==> config.mk <==
export PLATFORM = sky130hd
export DESIGN_NAME = reg_context_engine_flat
export DESIGN_NICKNAME = d
export VERILOG_FILES = /design/src/rtl/reg_context_engine_if.sv /design/src/rtl/reg_context_engine.sv /design/src/flat_wrapper.sv
export SDC_FILE = /design/constraint.sdc
export NUM_CORES = 1
export LEC_CHECK = 0
export ABC_AREA = 1
export BUFFER_PORTS_ARGS = -buffer_cell sky130_fd_sc_hd__buf_2
export CAP_MARGIN = 40
export CORE_AREA = 3 3 92 94
export CTS_CLUSTER_SIZE = 16
export DETAILED_ROUTE_END_ITERATION = 6
export DIE_AREA = 0 0 95 97
export PLACE_DENSITY = 0.78
export SLEW_MARGIN = 25
export SYNTH_ARGS = -nofsm -noshare
export SYNTH_HDL_FRONTEND = slang
export SYNTH_SLANG_ARGS = --single-unit
==> constraint.sdc <==
create_clock -name clk -period 1.6 [get_ports clk]
set_input_delay 0.24 -clock clk [delete_from_list [all_inputs] [get_ports clk]]
set_output_delay 0.24 -clock clk [all_outputs]
set_load 0.01 [all_outputs]
==> src/rtl/reg_context_engine_if.sv <==
// Bus bundle for reg_context_engine: control, register-file port and memory port.
// Optional CTX_ABORT_EN adds the abort/aborted pair.
interface reg_context_engine_if #(
    parameter int REG_COUNT  = 8,
    parameter int ADDR_WIDTH = 16,
    parameter int DATA_WIDTH = 8
);
    // Memory handshake: mem_req holds, with mem_addr/mem_we/mem_wdata stable, until
    // mem_ack is sampled high; the transfer completes on the edge where both are high.
    logic                  start;
    logic                  dir;
    logic [REG_COUNT-1:0]  mask;
    logic [ADDR_WIDTH-1:0] base_addr;
    logic                  busy;
    logic                  done;
    logic [ADDR_WIDTH-1:0] end_addr;
    logic [2:0]            reg_num;
    logic                  reg_cs_out;
    logic [DATA_WIDTH-1:0] reg_rdata;
    logic                  reg_cs_in;
    logic [DATA_WIDTH-1:0] reg_wdata;
    logic                  mem_req;
    logic                  mem_we;
    logic [ADDR_WIDTH-1:0] mem_addr;
    logic [DATA_WIDTH-1:0] mem_wdata;
    logic [DATA_WIDTH-1:0] mem_rdata;
    logic                  mem_ack;
    logic [2:0]            state_dbg;
`ifdef CTX_ABORT_EN
    logic                  abort;
    logic                  aborted;
`endif

    modport master (
        input  start, dir, mask, base_addr, reg_rdata, mem_rdata, mem_ack,
        output busy, done, end_addr, reg_num, reg_cs_out, reg_cs_in, reg_wdata,
               mem_req, mem_we, mem_addr, mem_wdata, state_dbg
`ifdef CTX_ABORT_EN
        , input abort, output aborted
`endif
    );

    modport slave (
        output start, dir, mask, base_addr, reg_rdata, mem_rdata, mem_ack,
        input  busy, done, end_addr, reg_num, reg_cs_out, reg_cs_in, reg_wdata,
               mem_req, mem_we, mem_addr, mem_wdata, state_dbg
`ifdef CTX_ABORT_EN
        , output abort, input aborted
`endif
    );
endinterface

==> src/rtl/reg_context_engine.sv <==
// Register-file <-> memory context save/restore sequencer.
// Optional feature macro: CTX_ABORT_EN (abort input, aborted output).
module reg_context_engine #(
    parameter int REG_COUNT  = 8,
    parameter int ADDR_WIDTH = 16,
    parameter int DATA_WIDTH = 8
) (
    input logic                  clk,
    input logic                  rst,
    reg_context_engine_if.master bus
);
    typedef enum logic [2:0] {IDLE, SCAN, READ, MEM, WRITE, DONE} state_t;

    state_t                state_q, state_d;
    logic                  dir_q;
    logic [REG_COUNT-1:0]  pending_q;
    logic [ADDR_WIDTH-1:0] addr_q;
    logic [ADDR_WIDTH-1:0] end_addr_q;
    logic [DATA_WIDTH-1:0] data_q;
    logic [2:0]            idx_q;
    logic [2:0]            low_idx;
    logic                  found;
    logic                  stop_scan;

    // Lowest set pending bit wins: scan downwards so the last hit is the lowest.
    always_comb begin
        found   = 1'b0;
        low_idx = 3'd0;
        for (int i = REG_COUNT - 1; i >= 0; i--) begin
            if (pending_q[i]) begin
                found   = 1'b1;
                low_idx = 3'(i);
            end
        end
    end

`ifdef CTX_ABORT_EN
    logic abort_q;
    assign stop_scan = abort_q;

    // Sticky until DONE hands back to IDLE; the in-flight transfer still finishes.
    always_ff @(posedge clk or posedge rst) begin
        if (rst)                                 abort_q <= 1'b0;
        else if (state_q == DONE)                abort_q <= 1'b0;
        else if (state_q != IDLE && bus.abort)   abort_q <= 1'b1;
    end

    assign bus.aborted = (state_q == DONE) && abort_q;
`else
    assign stop_scan = 1'b0;
`endif

    always_comb begin
        state_d = state_q;
        case (state_q)
            IDLE:    if (bus.start) state_d = SCAN;
            SCAN: begin
                if (!found || stop_scan) state_d = DONE;
                else if (dir_q)          state_d = MEM;
                else                     state_d = READ;
            end
            READ:    state_d = MEM;
            MEM:     if (bus.mem_ack) state_d = dir_q ? WRITE : SCAN;
            WRITE:   state_d = SCAN;
            DONE:    state_d = IDLE;
            default: state_d = IDLE;
        endcase
    end

    always_ff @(posedge clk or posedge rst) begin
        if (rst) begin
            state_q    <= IDLE;
            dir_q      <= 1'b0;
            pending_q  <= '0;
            addr_q     <= '0;
            end_addr_q <= '0;
            data_q     <= '0;
            idx_q      <= 3'd0;
        end else begin
            state_q <= state_d;
            case (state_q)
                IDLE: begin
                    if (bus.start) begin
                        dir_q     <= bus.dir;
                        pending_q <= bus.mask;
                        addr_q    <= bus.base_addr;
                    end
                end
                SCAN: begin
                    idx_q <= low_idx;
                    if (state_d == DONE) end_addr_q <= addr_q;
                end
                READ:    data_q <= bus.reg_rdata;
                MEM: begin
                    if (bus.mem_ack) begin
                        pending_q[idx_q] <= 1'b0;
                        addr_q           <= addr_q + ADDR_WIDTH'(1);
                        if (dir_q) data_q <= bus.mem_rdata;
                    end
                end
                default: ;
            endcase
        end
    end

    // Outputs decode from the state register alone, so reset clears them at once.
    always_comb begin
        bus.busy       = (state_q != IDLE);
        bus.done       = (state_q == DONE);
        bus.end_addr   = end_addr_q;
        bus.reg_num    = (state_q == READ || state_q == WRITE) ? idx_q : 3'd0;
        bus.reg_cs_out = (state_q == READ);
        bus.reg_cs_in  = (state_q == WRITE);
        bus.reg_wdata  = (state_q == WRITE) ? data_q : '0;
        bus.mem_req    = (state_q == MEM);
        bus.mem_we     = (state_q == MEM) && !dir_q;
        bus.mem_addr   = (state_q == MEM) ? addr_q : '0;
        bus.mem_wdata  = (state_q == MEM && !dir_q) ? data_q : '0;
        bus.state_dbg  = state_q;
    end
endmodule

==> src/flat_wrapper.sv <==
// flat-port wrapper written by rule: the top's interface ports become plain ports
module reg_context_engine_flat 
#(
    parameter int REG_COUNT  = 8,
    parameter int ADDR_WIDTH = 16,
    parameter int DATA_WIDTH = 8
)
  (clk, rst, bus_start, bus_dir, bus_mask, bus_base_addr, bus_reg_rdata, bus_mem_rdata, bus_mem_ack, bus_busy, bus_done, bus_end_addr, bus_reg_num, bus_reg_cs_out, bus_reg_cs_in, bus_reg_wdata, bus_mem_req, bus_mem_we, bus_mem_addr, bus_mem_wdata, bus_state_dbg);
  reg_context_engine_if #(.REG_COUNT(REG_COUNT), .ADDR_WIDTH(ADDR_WIDTH), .DATA_WIDTH(DATA_WIDTH)) bus_i ();
  input logic clk;
  input logic rst;
  input wire logic [$bits(bus_i.start)-1:0] bus_start;
  input wire logic [$bits(bus_i.dir)-1:0] bus_dir;
  input wire logic [$bits(bus_i.mask)-1:0] bus_mask;
  input wire logic [$bits(bus_i.base_addr)-1:0] bus_base_addr;
  input wire logic [$bits(bus_i.reg_rdata)-1:0] bus_reg_rdata;
  input wire logic [$bits(bus_i.mem_rdata)-1:0] bus_mem_rdata;
  input wire logic [$bits(bus_i.mem_ack)-1:0] bus_mem_ack;
  output wire logic [$bits(bus_i.busy)-1:0] bus_busy;
  output wire logic [$bits(bus_i.done)-1:0] bus_done;
  output wire logic [$bits(bus_i.end_addr)-1:0] bus_end_addr;
  output wire logic [$bits(bus_i.reg_num)-1:0] bus_reg_num;
  output wire logic [$bits(bus_i.reg_cs_out)-1:0] bus_reg_cs_out;
  output wire logic [$bits(bus_i.reg_cs_in)-1:0] bus_reg_cs_in;
  output wire logic [$bits(bus_i.reg_wdata)-1:0] bus_reg_wdata;
  output wire logic [$bits(bus_i.mem_req)-1:0] bus_mem_req;
  output wire logic [$bits(bus_i.mem_we)-1:0] bus_mem_we;
  output wire logic [$bits(bus_i.mem_addr)-1:0] bus_mem_addr;
  output wire logic [$bits(bus_i.mem_wdata)-1:0] bus_mem_wdata;
  output wire logic [$bits(bus_i.state_dbg)-1:0] bus_state_dbg;
  assign bus_i.start = bus_start;
  assign bus_i.dir = bus_dir;
  assign bus_i.mask = bus_mask;
  assign bus_i.base_addr = bus_base_addr;
  assign bus_i.reg_rdata = bus_reg_rdata;
  assign bus_i.mem_rdata = bus_mem_rdata;
  assign bus_i.mem_ack = bus_mem_ack;
  assign bus_busy = bus_i.busy;
  assign bus_done = bus_i.done;
  assign bus_end_addr = bus_i.end_addr;
  assign bus_reg_num = bus_i.reg_num;
  assign bus_reg_cs_out = bus_i.reg_cs_out;
  assign bus_reg_cs_in = bus_i.reg_cs_in;
  assign bus_reg_wdata = bus_i.reg_wdata;
  assign bus_mem_req = bus_i.mem_req;
  assign bus_mem_we = bus_i.mem_we;
  assign bus_mem_addr = bus_i.mem_addr;
  assign bus_mem_wdata = bus_i.mem_wdata;
  assign bus_state_dbg = bus_i.state_dbg;
  reg_context_engine #(.REG_COUNT(REG_COUNT), .ADDR_WIDTH(ADDR_WIDTH), .DATA_WIDTH(DATA_WIDTH)) u_core (.clk(clk), .rst(rst), .bus(bus_i));
endmodule
==> impl_metrics.py <==
metrics = {
    "outcome": {
        "status": "complete, but fails checks",
        "violations": "setup timing",
    },
    "worst_setup_path": {
        "startpoint_type": "register",
        "reg2reg_slack_ns": 0.06,
        "reg2reg_depth": 10,
        "crit_path_end": "bus_reg_num[2]",
        "r2r-end": "u_core.addr_q[6]$_DFFE_PP0P_",
        "worst_ep_required_time_ns": 1.36,
        "endpoint_kind": "primary output",
        "crit_type": "register to primary output",
        "r2r_start": "u_core.bus.state_dbg[0]$_DFF_PP0_",
        "cp_max_fo": 4,
        "cp.arrival_ns": 1.39,
        "critPathMaxStageDelay_ns": 0.46,
        "worstPathCellList": "buf_6, a21oi_2, o21bai_4, nor2_1, buf_2",
        "crit_slowest_cell": "dfrtp_2",
        "cp-startpoint": "u_core.bus.state_dbg[1]$_DFF_PP0_",
    },
    "synth": {
        "syn_inst": 421,
        "synth_top_area_frac": 0.453,
        "synth_top_area_cell": "dfrtp_1",
        "synth_warnings": 0,
        "synth_fp_nets": 467,
        "synth_top_cells_by_count": "nand2_1, nor2_1, inv_1",
        "synth_edf_count": 0,
        "synth-seq-cells": 55,
        "netlist_area_sq_um": 3040,
        "synth_top_flop_cell": "dfrtp_1",
        "yosys.cell_types.count": 32,
        "synthArstFlopShare": 1.00,
        "ys_seq_area_frac": 0.453,
        "synth.area.top_cells": "dfrtp_1, nand2_1, nor2_1, o21ai_0, inv_1",
        "synth.avg_cell_area_sq_um": 7.22,
        "synth.most_common_cell": "nand2_1",
    },
    "timing": {
        "setup_violations": 15,
        "period_share": 1.02,
        "skew_ns": 0.00323,
        "rsz0062_at_grt": "true",
        "holdWs_ns": 0.163,
        "period_needed_ns": 1.63,
        "fin_ws_ns": -0.0330,
        "hold_violations": 0,
        "fmax_mhz": 612,
        "max-slew-margin-rel": 0.796,
        "worst_slew_pin_slew_ns": 0.305,
        "slew_violations": 0,
    },
    "placement": {
        "placement.io_buffers": 104,
        "dp_hpwl_um": 6470,
        "gp_congestion": 0.886,
        "placed_cell_area_sq_um": 3770,
        "pre_cts_slack_ns": 0.0700,
    },
    "clock_tree": {
        "clock_sinks": 55,
        "clk_latency_ns": 0.31,
        "cts_tree": "done",
        "cts_max_level": 2,
        "cts-root-buf": "clkbuf_8",
        "clk_pin_slew_ns": 0.10,
        "cts_inserted_buffers": 5,
        "cts_buffer_depth": 2,
    },
    "floorplanning": {
        "die_h_um": 97,
        "io_pins": 105,
        "die_area_sq_um": 9220,
        "fp.dieW_um": 95,
        "core_region_area_sq_um": 7730,
        "num_rows": 32,
        "start_util": 0.393,
    },
    "min_path": {
        "whs_path_depth": 2,
        "min_from": "bus_dir",
        "min-delay-path-class": "input pin to register",
    },
    "job": {
        "maxCapViolCount": 0,
    },
    "grt": {
        "grt_pass1_wl_um": 14400,
        "grt_max_degree": 56,
        "grt_pass1_vias": 3110,
        "grt_overflow": 0,
        "grt_usage": 0.191,
        "antenna_found_initial": 1,
    },
    "cells_and_area": {
        "n_fill_cell": 751,
        "fin_util": 0.525,
        "final_nets": 585,
        "syn2layout_area_growth_pct": 33.4,
        "final_cell_area_sq_um": 4060,
        "diodes": 0,
        "drive_above_1_share": 0.313,
    },
    "pwr": {
        "internal_power_mw": 4.39,
        "pwr-share-seq": 0.319,
        "p_sw_frac": 0.464,
        "leakage_nw": 2.20,
        "p_switching_mw": 3.81,
        "p_total_mw": 8.20,
        "vdd_drop_max_mv": 0.726,
        "combPwrFrac": 0.561,
        "power.density_nw_per_um2": 2020,
        "clock_power_share": 0.120,
    },
    "detailed_routing": {
        "drt_iter0_drc": 217,
        "wire_per_inst_um": 13.6,
        "drcViolationCount": 0,
        "routed_wl_um": 8760,
        "vias_per_cell": 5.01,
        "firstDrtPassIters": 4,
        "vias": 3219,
        "ant_nets": 0,
    },
}
==> cell usage in the layout, fill, tap and decap left out, types with 2 or more instances in the layout <==
master / count
dfrtp_1: 52
a21oi_1: 11
o22ai_1: 4
inv_1: 51
nand2_1: 98
buf_6: 6
dfrtp_2: 3
nand2_4: 3
buf_2: 103
a31oi_1: 13
nand3_1: 14
buf_4: 13
o21ai_1: 2
nor2_4: 2
inv_2: 7
nor3_1: 7
nand4_1: 9
nand3_2: 2
clkbuf_8: 6
nor2_2: 9
o211ai_1: 3
nor2_1: 56
o21ai_0: 45
a21oi_2: 2
buf_12: 3
==> kinds of logic after synthesis <==
logic type | share of synthesized area
AO/OA/AOI/OAI | 0.153
flip-flops | 0.453
AND/OR/NAND/NOR | 0.282
adder cells (fa/ha/maj) | 0.00411
multiplexers | 0.00370
buffers and inverters | 0.102
XOR/XNOR | 0.00288
==> what timing repair did <==
item,4_1_cts,5_1_grt
resized for setup,27,11
setup endpoints to repair,38,44
hold buffers,1,0
pin swaps,1,1
endpoints found under the hold margin,55,0
setup buffers,5,0
==> through the flow <==
step,TNS (ns),cells
finish,-0.234,642
global route,-2.14,642
CTS,-0.235,642
detailed placement,0,628
global placement,0,628
floorplan,0,421
==> cell type report <==
class	count	area, sq um	area share
Multi-Input combinational cell	291	1440	0.354
Sequential cell	55	1380	0.340
Tap cell	102	128	0.0315
Clock inverter	2	38.8	0.00956
Clock buffer	6	82.6	0.0204
Inverter	59	224	0.0552
Timing Repair Buffer	127	766	0.189
==> registers in the layout (all words and copies together), names as in the netlist <==
| name | cells |
|---|---|
| u_core.addr_q | 16 |
| u_core.pending_q | 8 |
| u_core.idx_q | 3 |
| u_core.bus.state_dbg | 3 |
| u_core.dir_q | 1 |
| u_core.bus.end_addr | 16 |
| u_core.data_q | 8 |
==> per-layer routing <==
metal,vias to the layer above,share of wire,track usage
met5,-,0.0015,0
li1,1586,-,-
met4,2,0.014,0.0444
met3,15,0.070,0.0443
met1,1513,0.43,0.252
met2,103,0.48,0.315
==> critical path, delay by kind of cell (launching register included) <==
kind / cells / cell delay, ns
AND/OR/NAND/NOR: 1 / 0.07
buffers and inverters: 2 / 0.28
flip-flops: 1 / 0.46
AO/OA/AOI/OAI: 2 / 0.27
==> worst min-delay path by stage <==
stage,end,slack (ns)
CTS,u_core.dir_q$_DFFE_PP0P_,0.16
global route,u_core.data_q[1]$_DFFE_PP0P_,0.18
detailed placement,u_core.bus.end_addr[2]$_DFFE_PP0P_,0.32
floorplan,u_core.bus.state_dbg[1]$_DFF_PP0_,0.37
global placement,u_core.bus.end_addr[4]$_DFFE_PP0P_,0.32
finish,u_core.dir_q$_DFFE_PP0P_,0.16
==> power groups by stage <==
| stage | Combinational (mW) | Sequential, mW | Clock (mW) |
|---|---|---|---|
| 6_report | 4.60 | 2.62 | 0.988 |
| 5_1_grt | 5.16 | 2.71 | 1.06 |
| 4_1_cts | 4.54 | 2.59 | 1.01 |
| 3_5_place_dp | 4.20 | 2.60 | 0 |
| 3_3_place_gp | 4.08 | 2.56 | 0 |
| 2_1_floorplan | 2.68 | 2.62 | 0 |
Note: power is estimated with default switching activity, not from simulation.
